===== src/rtl/timer_pkg.sv =====
// Package: timer_pkg
// Shared types and constants for the MM:SS countdown timer.
//   state_t   - FSM state encoding {IDLE, RUN, PAUSE, DONE}
//   MIN_W     - width of the minutes field (holds up to 99)
//   SEC_W     - width of the seconds field (holds up to 59)
//   SEC_WRAP  - default seconds value restored on a minute borrow
//   SEC_MAX   - largest legal seconds value accepted on load
package timer_pkg;

    localparam int MIN_W    = 7;
    localparam int SEC_W    = 6;
    localparam int SEC_WRAP = 59;
    localparam int SEC_MAX  = 59;

    typedef enum logic [1:0] {
        IDLE  = 2'd0,
        RUN   = 2'd1,
        PAUSE = 2'd2,
        DONE  = 2'd3
    } state_t;

endpackage


===== src/rtl/tick_edge_detect.sv =====
// Module: tick_edge_detect
// Turns the 1 Hz square wave (a data signal, not a clock) into a one-clk-wide
// pulse on each rising edge, in the clk domain.
// Optional feature macro: TICK_SYNC_EN
//   defined   - tick_in goes through a 2-flop synchronizer, then the edge
//               register; the pulse is seen at the 3rd clk edge after the rise.
//   undefined - a single edge register; the pulse is combinational from
//               tick_in and is seen at the 1st clk edge after the rise. Only
//               legal when tick_in is generated in the clk domain.
// Ports:
//   clk       in  system clock
//   rst       in  asynchronous active-high reset (clears all sampling flops)
//   tick_in   in  1 Hz square wave
//   tick_edge out one-clk-wide rising-edge pulse
module tick_edge_detect (
    input  logic clk,
    input  logic rst,
    input  logic tick_in,
    output logic tick_edge
);

`ifdef TICK_SYNC_EN
    logic sync1_reg;
    logic sync2_reg;
    logic tick_q_reg;

    always_ff @(posedge clk or posedge rst) begin
        if (rst) begin
            sync1_reg  <= 1'b0;
            sync2_reg  <= 1'b0;
            tick_q_reg <= 1'b0;
        end else begin
            sync1_reg  <= tick_in;
            sync2_reg  <= sync1_reg;
            tick_q_reg <= sync2_reg;
        end
    end

    assign tick_edge = sync2_reg & ~tick_q_reg;
`else
    logic tick_q_reg;

    always_ff @(posedge clk or posedge rst) begin
        if (rst) begin
            tick_q_reg <= 1'b0;
        end else begin
            tick_q_reg <= tick_in;
        end
    end

    // Because the flop resets to 0, a tick_in held high through reset
    // release produces exactly one edge.
    assign tick_edge = tick_in & ~tick_q_reg;
`endif

endmodule


===== src/rtl/countdown_timer.sv =====
// Module: countdown_timer
// MM:SS countdown driven by rising edges of a 1 Hz square wave sampled in the
// clk domain. Supports load, start, pause, resume and an alarm state.
// Optional feature macro: TICK_SYNC_EN (see tick_edge_detect).
// Parameters:
//   MAX_MIN   saturation limit for loaded minutes
//   SEC_WRAP  seconds value restored when a minute borrow occurs
// Ports:
//   clk      in   system clock
//   rst      in   asynchronous active-high reset
//   tick_in  in   1 Hz square wave
//   load     in   load min_in/sec_in (saturated), return to IDLE
//   min_in   in   minutes to load
//   sec_in   in   seconds to load
//   start    in   start / resume / acknowledge alarm
//   pause    in   pause while running
//   min_out  out  current minutes
//   sec_out  out  current seconds
//   running  out  high in RUN
//   alarm    out  high in DONE
//   done     out  one-cycle pulse when the count reaches 00:00
module countdown_timer
    import timer_pkg::*;
#(
    parameter int MAX_MIN  = 99,
    parameter int SEC_WRAP = timer_pkg::SEC_WRAP
) (
    input  logic             clk,
    input  logic             rst,
    input  logic             tick_in,
    input  logic             load,
    input  logic [MIN_W-1:0] min_in,
    input  logic [SEC_W-1:0] sec_in,
    input  logic             start,
    input  logic             pause,
    output logic [MIN_W-1:0] min_out,
    output logic [SEC_W-1:0] sec_out,
    output logic             running,
    output logic             alarm,
    output logic             done
);

    localparam logic [MIN_W-1:0] MAX_MIN_V  = MIN_W'(MAX_MIN);
    localparam logic [SEC_W-1:0] SEC_MAX_V  = SEC_W'(SEC_MAX);
    localparam logic [SEC_W-1:0] SEC_WRAP_V = SEC_W'(SEC_WRAP);

    logic tick_edge;

    state_t           state_reg, state_next;
    logic [MIN_W-1:0] min_reg,   min_next;
    logic [SEC_W-1:0] sec_reg,   sec_next;
    logic             done_reg,  done_next;
    logic             running_reg;
    logic             alarm_reg;

    logic [MIN_W-1:0] min_sat;
    logic [SEC_W-1:0] sec_sat;
    logic             count_zero;

    tick_edge_detect u_tick_edge_detect (
        .clk       (clk),
        .rst       (rst),
        .tick_in   (tick_in),
        .tick_edge (tick_edge)
    );

    assign min_sat    = (min_in > MAX_MIN_V) ? MAX_MIN_V : min_in;
    assign sec_sat    = (sec_in > SEC_MAX_V) ? SEC_MAX_V : sec_in;
    assign count_zero = (min_reg == '0) && (sec_reg == '0);

    // Next-state and counter logic. Priority: load > start/pause > tick_edge.
    always_comb begin
        state_next = state_reg;
        min_next   = min_reg;
        sec_next   = sec_reg;
        done_next  = 1'b0;

        if (load) begin
            min_next   = min_sat;
            sec_next   = sec_sat;
            state_next = IDLE;
        end else begin
            case (state_reg)
                IDLE: begin
                    if (start && !count_zero) begin
                        state_next = RUN;
                    end
                end
                RUN: begin
                    if (pause) begin
                        state_next = PAUSE;
                    end else if (tick_edge) begin
                        if (sec_reg != '0) begin
                            sec_next = sec_reg - 1'b1;
                        end else if (min_reg != '0) begin
                            min_next = min_reg - 1'b1;
                            sec_next = SEC_WRAP_V;
                        end
                        // done fires in the cycle the displayed count turns 00:00
                        if ((min_next == '0) && (sec_next == '0)) begin
                            state_next = DONE;
                            done_next  = 1'b1;
                        end
                    end
                end
                PAUSE: begin
                    if (start) begin
                        state_next = RUN;
                    end
                end
                DONE: begin
                    if (start) begin
                        state_next = IDLE;
                    end
                end
                default: begin
                    state_next = IDLE;
                end
            endcase
        end
    end

    always_ff @(posedge clk or posedge rst) begin
        if (rst) begin
            state_reg   <= IDLE;
            min_reg     <= '0;
            sec_reg     <= '0;
            done_reg    <= 1'b0;
            running_reg <= 1'b0;
            alarm_reg   <= 1'b0;
        end else begin
            state_reg   <= state_next;
            min_reg     <= min_next;
            sec_reg     <= sec_next;
            done_reg    <= done_next;
            // Status flags are registered from the next state so they line up
            // with state_reg without a decode after the flops.
            running_reg <= (state_next == RUN);
            alarm_reg   <= (state_next == DONE);
        end
    end

    assign min_out = min_reg;
    assign sec_out = sec_reg;
    assign running = running_reg;
    assign alarm   = alarm_reg;
    assign done    = done_reg;

endmodule


===== config.mk =====
export PLATFORM = sky130hd
export DESIGN_NAME = countdown_timer
export DESIGN_NICKNAME = d
export VERILOG_FILES = /design/src/rtl/timer_pkg.sv /design/src/rtl/tick_edge_detect.sv /design/src/rtl/countdown_timer.sv
export SDC_FILE = /design/constraint.sdc
export NUM_CORES = 1
export LEC_CHECK = 0
export CORE_MARGIN = 3
export CORE_UTILIZATION = 49
export CTS_CLUSTER_SIZE = 8
export DETAILED_ROUTE_END_ITERATION = 16
export GPL_ROUTABILITY_DRIVEN = 0
export GPL_TIMING_DRIVEN = 1
export PLACE_DENSITY_LB_ADDON = 0.05
export SYNTH_ARGS = -nofsm -noshare
export SYNTH_HDL_FRONTEND = slang
export SYNTH_SLANG_ARGS = --single-unit

===== constraint.sdc =====
create_clock -name clk -period 3.4 [get_ports clk]
set_clock_uncertainty 0.1 [all_clocks]
set_input_delay 0.34 -clock clk [delete_from_list [all_inputs] [get_ports clk]]
set_output_delay 0.34 -clock clk [all_outputs]
set_load 0.02 [all_outputs]

==> flow_summary.ini <==
[status]
status = finished clean

[power]
pwr-share-seq = 0.474
comb_power_share = 0.320
clockPowerShare = 0.206
ir_drop_uv = 312
pwr_density_cell_mw_per_mm2 = 336
p_sw_mw = 0.202
p_int_mw = 0.380
power.leakage_nw = 0.705
switching_share = 0.347
finalPower_mw = 0.582

[critical_path]
reg2reg_depth = 8
cp.required_ns = 3.52
cp_max_fo = 5
crit_buf_inv = 1
crit_type = reg2reg
critical-path-max-stage-delay_ns = 0.68
slowest_stage = a2111oi_1
worstPathCellList = inv_1 -> ha_1 -> nor3b_1 -> and4_1 -> a21oi_1 -> a2111oi_1 -> nand3_1 -> o211a_1
crit_cells = 8
end_kind = flip-flop
cp.arrival_ns = 2.99
crit_family = simple AND/OR/NAND/NOR gates
startpoint_type = flip-flop

[sta]
rsz0062_at_grt = no
clock.fmax_mhz = 348
timing.hold.ws_ns = 0.339
slew_viol_final = 0
hold_viol_final = 0
slew_headroom = 0.461
fin_crit_sh = 0.844
fin_setup_tns_ns = 0
period_needed_ns = 2.87
setup_ws_ns = 0.530
setup_violations = 0
worst_pin_slew_ns = 0.807

[yosys]
yosys.area.top_type = dfrtp_1
seq_area_frac_synth = 0.343
synthArstFlopShare = 1.00
yosys-top-cells-count = dfrtp_1 (19), nor2_1 (19), nand2_1 (12)
avgSynthCellArea_um2 = 8.66
yosys_warnings = 0
netlist_area_mm2 = 0.00139
synth.top_cell.area_share = 0.343
synth_flop_cell = dfrtp_1
synth_cell_type_count = 50
ys_ff_latch = 19
synth_nets = 182
synth.area.top_cells = dfrtp_1 (34%), nor2_1 (5.1%), a21oi_1 (3.6%), o21ai_0 (3.6%), nand2_1 (3.3%)
synth-edff-count = 0
syn_inst = 160

[global_route]
antenna_found_initial = 0
grt_max_degree = 20
gr-usage-all-layers = 0.214
grt_pass1_wl_mm = 5.74
grt_overflow = 0
grt_pass1_vias = 1240

[cts]
postCtsHoldBufs = 0
cts_tree = yes
cts_resized = 0
clk_latency_ns = 0.31
numCtsBuffers = 3
cts-root-buf = clkbuf_4
cts_setup_buffers = 0
cts_sinks = 19
cts.clk_slew.worst_paths_ns = 0.12
clockBufferDepth = 2
htree_levels = 1

[layout]
largest_reg_flops = 7
stdcell_area_mm2 = 0.00173
diodes = 0
drive_gt1_frac = 0.0990
synthToLayoutAreaGrowth_pct = 25.1
final.fill_count = 214
fin_cells = 222
layout.nets = 215
utilization = 0.669

[placement]
placedCellCount = 218
dp_slack_ns = 0.577
postPlaceCellArea_mm2 = 0.00171
hpwl_mm = 2.68
numPortBuffers = 34

[routing]
drc = 0
vias = 1336
final_antenna_net_count = 0
drt_first_pass_iters = 4
drt_wl_total_mm = 3.44
viasPerCell = 6.02
wire_per_inst_um = 15.5
drtIter0Drc = 110

[die]
die_width_um = 59.2
dieArea_mm2 = 0.00350
core_mm2 = 0.00259
io_pins = 35
die_h_um = 59.2
core.rowCount = 18
start_util = 0.535

[job]
drv_cap = 0

[worst_hold_path]
hp-class = in2async
## kinds of logic after synthesis
| family | count (synthesis) | share of synthesized area |
|---|---|---|
| simple gates | 70 | 0.285 |
| compound gates | 41 | 0.192 |
| flops | 19 | 0.343 |
| buf+inv | 16 | 0.0714 |
| mux | 8 | 0.0632 |
| xor+xnor | 3 | 0.0190 |
| fa+ha+maj | 3 | 0.0271 |
## power groups by stage
stage	clock (mW)	sequential, mW	combinational, mW
5_1_grt	0.129	0.281	0.205
2_1_floorplan	0	0.292	0.0977
4_1_cts	0.122	0.275	0.186
3_3_place_gp	0	0.278	0.182
3_5_place_dp	0	0.280	0.186
6_report	0.120	0.276	0.186
## path summary, 6_finish.rpt
kind / startpoint / to / slack [ns]
setup / recovery: min_out[0]$_DFFE_PP0P_ / running$_DFF_PP0_ / 0.53
hold / removal: rst / min_out[2]$_DFFE_PP0P_ / 0.34
setup reg to reg: min_out[0]$_DFFE_PP0P_ / running$_DFF_PP0_ / 0.53
hold reg to reg: min_out[4]$_DFFE_PP0P_ / min_out[4]$_DFFE_PP0P_ / 0.56
max in group asynchronous: rst / sec_out[4]$_DFFE_PP0P_ / 2.38
min in group clk: tick_in / u_tick_edge_detect.tick_q_reg$_DFF_PP0_ / 0.40
## per-layer routing
metal,track usage,vias to the layer above,share of wire
met5,0,-,0
met4,0.0841,0,0.010
met3,0.0370,4,0.054
met2,0.328,43,0.47
met1,0.301,642,0.46
li1,-,647,-
## cells in the final DEF, fill, tap and decap left out, types with 3 or more instances in the layout
cell and instances:
nor2_1 19, clkdlybuf4s50_1 34, nor3_1 6, o21ai_0 10
mux2_2 3, nand2_1 12, nand3_1 5, inv_1 9
dfrtp_1 19, mux2i_1 4, a31oi_1 5, clkbuf_4 3
or3_1 3, a21oi_1 10, ha_1 3, o22a_1 4
## area by class of cell
class	count	area, µm²	share of cell area
tap	30	37.5	0.0217
clock buffer	3	22.5	0.0130
timing repair buffer	35	348	0.201
multi-input combinational	125	811	0.468
sequential	19	475	0.274
clock inverter	1	5.00	0.00289
inverter	9	33.8	0.0195
## worst reg2reg max path, stage by stage (launching register included)
cell and delay [ns]:
dfrtp_1 0.43, inv_1 0.10, ha_1 0.19, nor3b_1 0.45, and4_1 0.38, a21oi_1 0.06, a2111oi_1 0.68, nand3_1 0.16
o211a_1 0.24
(Power assumes the default switching activity.)
==> RTL change 1, RTL diff (same flow settings) <==
`SEC_W`: 6 -> 3.
--- a/src/rtl/timer_pkg.sv
+++ b/src/rtl/timer_pkg.sv
@@ -8,7 +8,7 @@
 package timer_pkg;
 
     localparam int MIN_W    = 7;
-    localparam int SEC_W    = 6;
+    localparam int SEC_W    = 3;
     localparam int SEC_WRAP = 59;
     localparam int SEC_MAX  = 59;
 
Ports: changed (resized sec_in and sec_out); port bits go from 35 to 29. No check against the original RTL was run, so the function may have changed too.
==> RTL change 1 against the original RTL <==
Synthesized area decreased by 18%. Design area fell by 16%. Count of clock-buffer cells in the layout grew 1. Power is 15% lower. Setup slack gained 440 ps. Sequential cell count shrank 3. Routed wire length decreased by 13%. Global-route usage is 3.0 points higher. Die area fell by 16%. Largest power group unchanged.
==> RTL change 1: results (changes against the original RTL) <==
- Largest net degree at the start of global routing: 21 (+5.0%)
- Fin. Hold Viols: 0 (unchanged)
- Vias: 1147 (-14%)
- Postcts setup bufs: 0 (unchanged)
- Post-synth EDFFs: 0 (unchanged)
- Synth cell count leaders: dfrtp_1 (16), nor2_1 (12), nand2_1 (9)
- Htree depth: 1 (unchanged)
- Share of post-route cells with drive strength above 1: 0.0833 (-0.0156)
- Root Buffer: clkbuf_4
- Slowest cell delay on critical path: 490 ps (-190 ps)
- GRT Total Usage: 0.245 (+0.0303)
- Internal power: 0.337 mW (-11%)
- Resized Gates After CTS: 0 (unchanged)
- Max reg flops: 7 (unchanged)
- Rel. slew slack: 0.521 (+0.0594)
- Leak: 0.570 nW (-19%)
- Initial DRC Count: 58 (-47%)
- Top post-synthesis cells by area: dfrtp_1 (35%), ha_1 (4.4%), nor2_1 (4.0%)
- CP Max Fanout: 7 (+2)
- Post-synthesis sequential area ratio: 0.354 (+0.0103)
- Final Power: 0.497 mW (-15%)
- Syn. warnings: 0 (unchanged)
- CP max-delay cell: dfrtp_1
- Synth unique cells: 46 (-8.0%)
- Family with the most delay on the worst path: simple AND/OR/NAND/NOR gates
- Logic pwr share: 0.280 (-0.040)
- # port buffers: 28 (-18%)
- Data arrival, critical path: 2540 ps (-450 ps)
- Clock transition at path regs: 100 ps (-20 ps)
- Num CTS Buffers: 3 (unchanged)
- NumNets Final: 177 (-18%)
- Antenna Cells: 0 (unchanged)
- Clock share of power: 0.262 (+0.056)
- Syn nets: 149 (-18%)
- Status: finished clean
- Initial antenna violation count: 0 (unchanged)
- Average wire per standard cell: 16.4 um (+5.9%)
- Final HPWL from detailed placement: 2240 um (-16%)
- Peak VDD IR: 0.000298 V (-4.7%)
- First-pass GRT wire length: 5100 um (-11%)
[RTL change 1: changes by cell type after synthesis, moves of 5 or more]
cell,before,now
a21oi_1,10,5
o21ai_0,10,4
o21ai_1,0,5
nor2_1,19,12
[RTL change 1: kinds of logic (layout without fill, tap and decap cells)]
group                    count (synthesis)  in the layout  synth area share
AO/OA/AOI/OAI                           32             32             0.203
flip-flops                              16             16             0.354
AND/OR/NAND/NOR                         60             60             0.315
buffers and inverters                   13             40            0.0497
multiplexers                             3              3            0.0265
adder cells (fa/ha/maj)                  4              4            0.0442
XOR/XNOR                                 1              1           0.00774
[RTL change 1: path summary, 6_finish.rpt]
path	from	to	slack [ps]	cells after the start
setup / recovery	min_out[0]	running	970	7
hold / removal	rst	min_out[3]	300	2
setup reg to reg	min_out[0]	running	970	7
hold reg to reg	min_out[6]	min_out[6]	590	2
max in group asynchronous	rst	min_out[2]	2490	2
min in group clk	tick_in	u_tick_edge_detect.tick_q_reg	430	1
[RTL change 1: metrics by stage]
stage	setup WS, ps	cells	area [sq um]	hold slack (ps)
2_1_floorplan	1070	129	1130	154
3_3_place_gp	1070	179	1420	558
3_5_place_dp	996	179	1420	574
4_1_cts	989	183	1460	313
5_1_grt	777	183	1460	328
6_report	966	183	1460	299
[RTL change 1: metal layers]
layer	routed length (um)	track usage	up-vias
met3	298	0.0831	10
li1	-	-	536
met2	1360	0.363	74
met5	0	0	-
met1	1280	0.321	527
met4	57	0.108	0
[RTL change 1: layout make-up]
cell class	count	area (sq um)
Sequential cell	16	400
Clock buffer	4	36.3
Inverter	7	26.3
Multi-Input combinational cell	100	676
Tap cell	27	33.8
Timing Repair Buffer	29	288
Fill cell	181	622
==> RTL change 2, RTL diff (same flow settings) <==
Made on the original files. Put one more register stage on the output `min_out`, cleared by the reset. The value now appears one clock later. The other outputs are not delayed to match.
--- a/src/rtl/countdown_timer.sv
+++ b/src/rtl/countdown_timer.sv
@@ -140,7 +140,13 @@
         end
     end
 
-    assign min_out = min_reg;
+    always_ff @(posedge clk or posedge rst) begin
+        if (rst) begin
+            min_out <= '0;
+        end else begin
+            min_out <= min_reg;
+        end
+    end
     assign sec_out = sec_reg;
     assign running = running_reg;
     assign alarm   = alarm_reg;
Formal check against the unedited RTL: not equivalent (a bounded check fails within 4 cycles, from zero or initial values and one cycle with rst high).
==> RTL change 2 against the original RTL <==
Sequential cell count rose by 7. Final cell count rose by 8.1%. Sequential power rose by 34%. Synthesized area rose by 12%. Setup slack got worse by 8.5 ps. Power rose by 30%. Critical path depth fell by 1. Routed wire length rose by 5.3%. Design area rose by 12%. Synthesized cell count rose by 6.3%. Die area rose by 11%. Count of clock-buffer cells in the layout did not move. Worst hold slack barely moved.
==> RTL change 2: results (changes against the original RTL) <==
- Post-synthesis sequential area ratio: 0.418 (+0.0751)
- First-pass GRT wire length: 6200 um (+8.1%)
- Vias in the first global route: 1340 (+8.1%)
- Family with the most delay on the worst path: simple AND/OR/NAND/NOR gates
- Num CTS Buffers: 3 (unchanged)
- Asr flop ratio synth: 1.00 (unchanged)
- Skew-Pair Late Insertion Delay: 330 ps (+20 ps)
- Xor and xnor area share after synthesis: 0.00563 (-0.0133)
- Average wire per standard cell: 15.1 um (-2.6%)
- Post-synthesis mux area share: 0.0322 (-0.0311)
- Synth cell count leaders: dfrtp_1 (26), nand2_1 (12), nor2_1 (12)
- Rel. slew slack: 0.364 (-0.0976)
- Worst slack at placement: 673 ps (+95.7 ps)
- Initial antenna violation count: 0 (unchanged)
- Vias: 1382 (+3.4%)
- Initial DRC Count: 66 (-40%)
- Htree depth: 1 (unchanged)
- Leak: 0.846 nW (+20%)
- Switch Pwr: 0.217 mW (+7.5%)
- Peak VDD IR: 0.000215 V (-31%)
- Final HPWL from detailed placement: 2590 um (-3.1%)
- GRT Total Usage: 0.195 (-0.0191)
- Data arrival, critical path: 3010 ps (+20 ps)
- Status: finished clean
- CP Max Fanout: 10 (+5)
- Top post-synthesis cells by area: dfrtp_1 (42%), o21ai_0 (3.5%), o22a_1 (3.4%)
- Fillers: 243 (+14%)
- Synth Area in Compound Gates: 0.194 (+0.00238)
- Share of post-route cells with drive strength above 1: 0.0556 (-0.0434)
- Clock transition at path regs: 150 ps (+30 ps)
- Largest net degree at the start of global routing: 27 (+35%)
- Post-synthesis adder-cell area fraction: 0.0241 (-0.00297)
- NumNets Final: 221 (+2.8%)
- Mean Syn Cell Area: 9.15 sq um (+5.7%)
- Slowest cell delay on critical path: 610 ps (-70 ps)
- Antenna Cells: 0 (unchanged)
- Hold Crit Class: reg -> reg
- CP max-delay cell: nor4bb_1
- Syn nets: 192 (+5.5%)
- Synth unique cells: 46 (-8.0%)
RTL change 2: cell types whose count changed after synthesis, sizes merged, moves of 3 or more:
cell   delta
a21o      +3
buf       +4
a31oi     -4
mux2      -3
dfrtp     +7
nor2      -7
RTL change 2: metrics by stage:
stage	area [sq um]	cells	hold WS [ps]
finish	1940	240	339
CTS	1940	240	340
global route	1940	240	354
detailed placement	1890	236	309
floorplan	1560	170	249
global placement	1890	236	297
RTL change 2: final timing paths:
kind                             from          to  slack (ps)  depth (start not counted)
min in group asynchronous         rst  min_reg[3]         400                          2
min reg2reg                min_reg[1]  min_out[1]         340                          0
max in group asynchronous         rst  sec_out[5]        2220                          2
max                        sec_out[0]     running         520                          7
min                        min_reg[1]  min_out[1]         340                          0
max reg2reg                sec_out[0]     running         520                          7
RTL change 2: power by group through the flow:
stage	sequential [mW]	clock [mW]	combinational, mW
3_5_place_dp	0.375	0	0.171
5_1_grt	0.375	0.228	0.189
3_3_place_gp	0.373	0	0.169
2_1_floorplan	0.378	0	0.0965
4_1_cts	0.369	0.216	0.173
6_report	0.369	0.216	0.172
RTL change 2: cell families (layout without fill, tap and decap cells):
kind of cell | after synthesis | count (layout)
multiplexers | 5 | 5
AND/OR/NAND/NOR | 68 | 68
adder cells (fa/ha/maj) | 3 | 3
AO/OA/AOI/OAI | 45 | 45
buffers and inverters | 22 | 50
flip-flops | 26 | 26
XOR/XNOR | 1 | 1
RTL change 2: layout make-up:
cell class | count | area share
multi-input combinational | 122 | 0.411
sequential | 26 | 0.335
timing repair buffer | 35 | 0.179
tap | 42 | 0.0270
inverter | 11 | 0.0212
clock inverter | 1 | 0.0155
clock buffer | 3 | 0.0116
RTL change 2: layer usage:
metal	share of wire	track usage	wire length [um]
met4	0.019	0.0634	68
met3	0.054	0.0216	195
met5	0	0	0
met2	0.49	0.337	1760
met1	0.44	0.256	1590
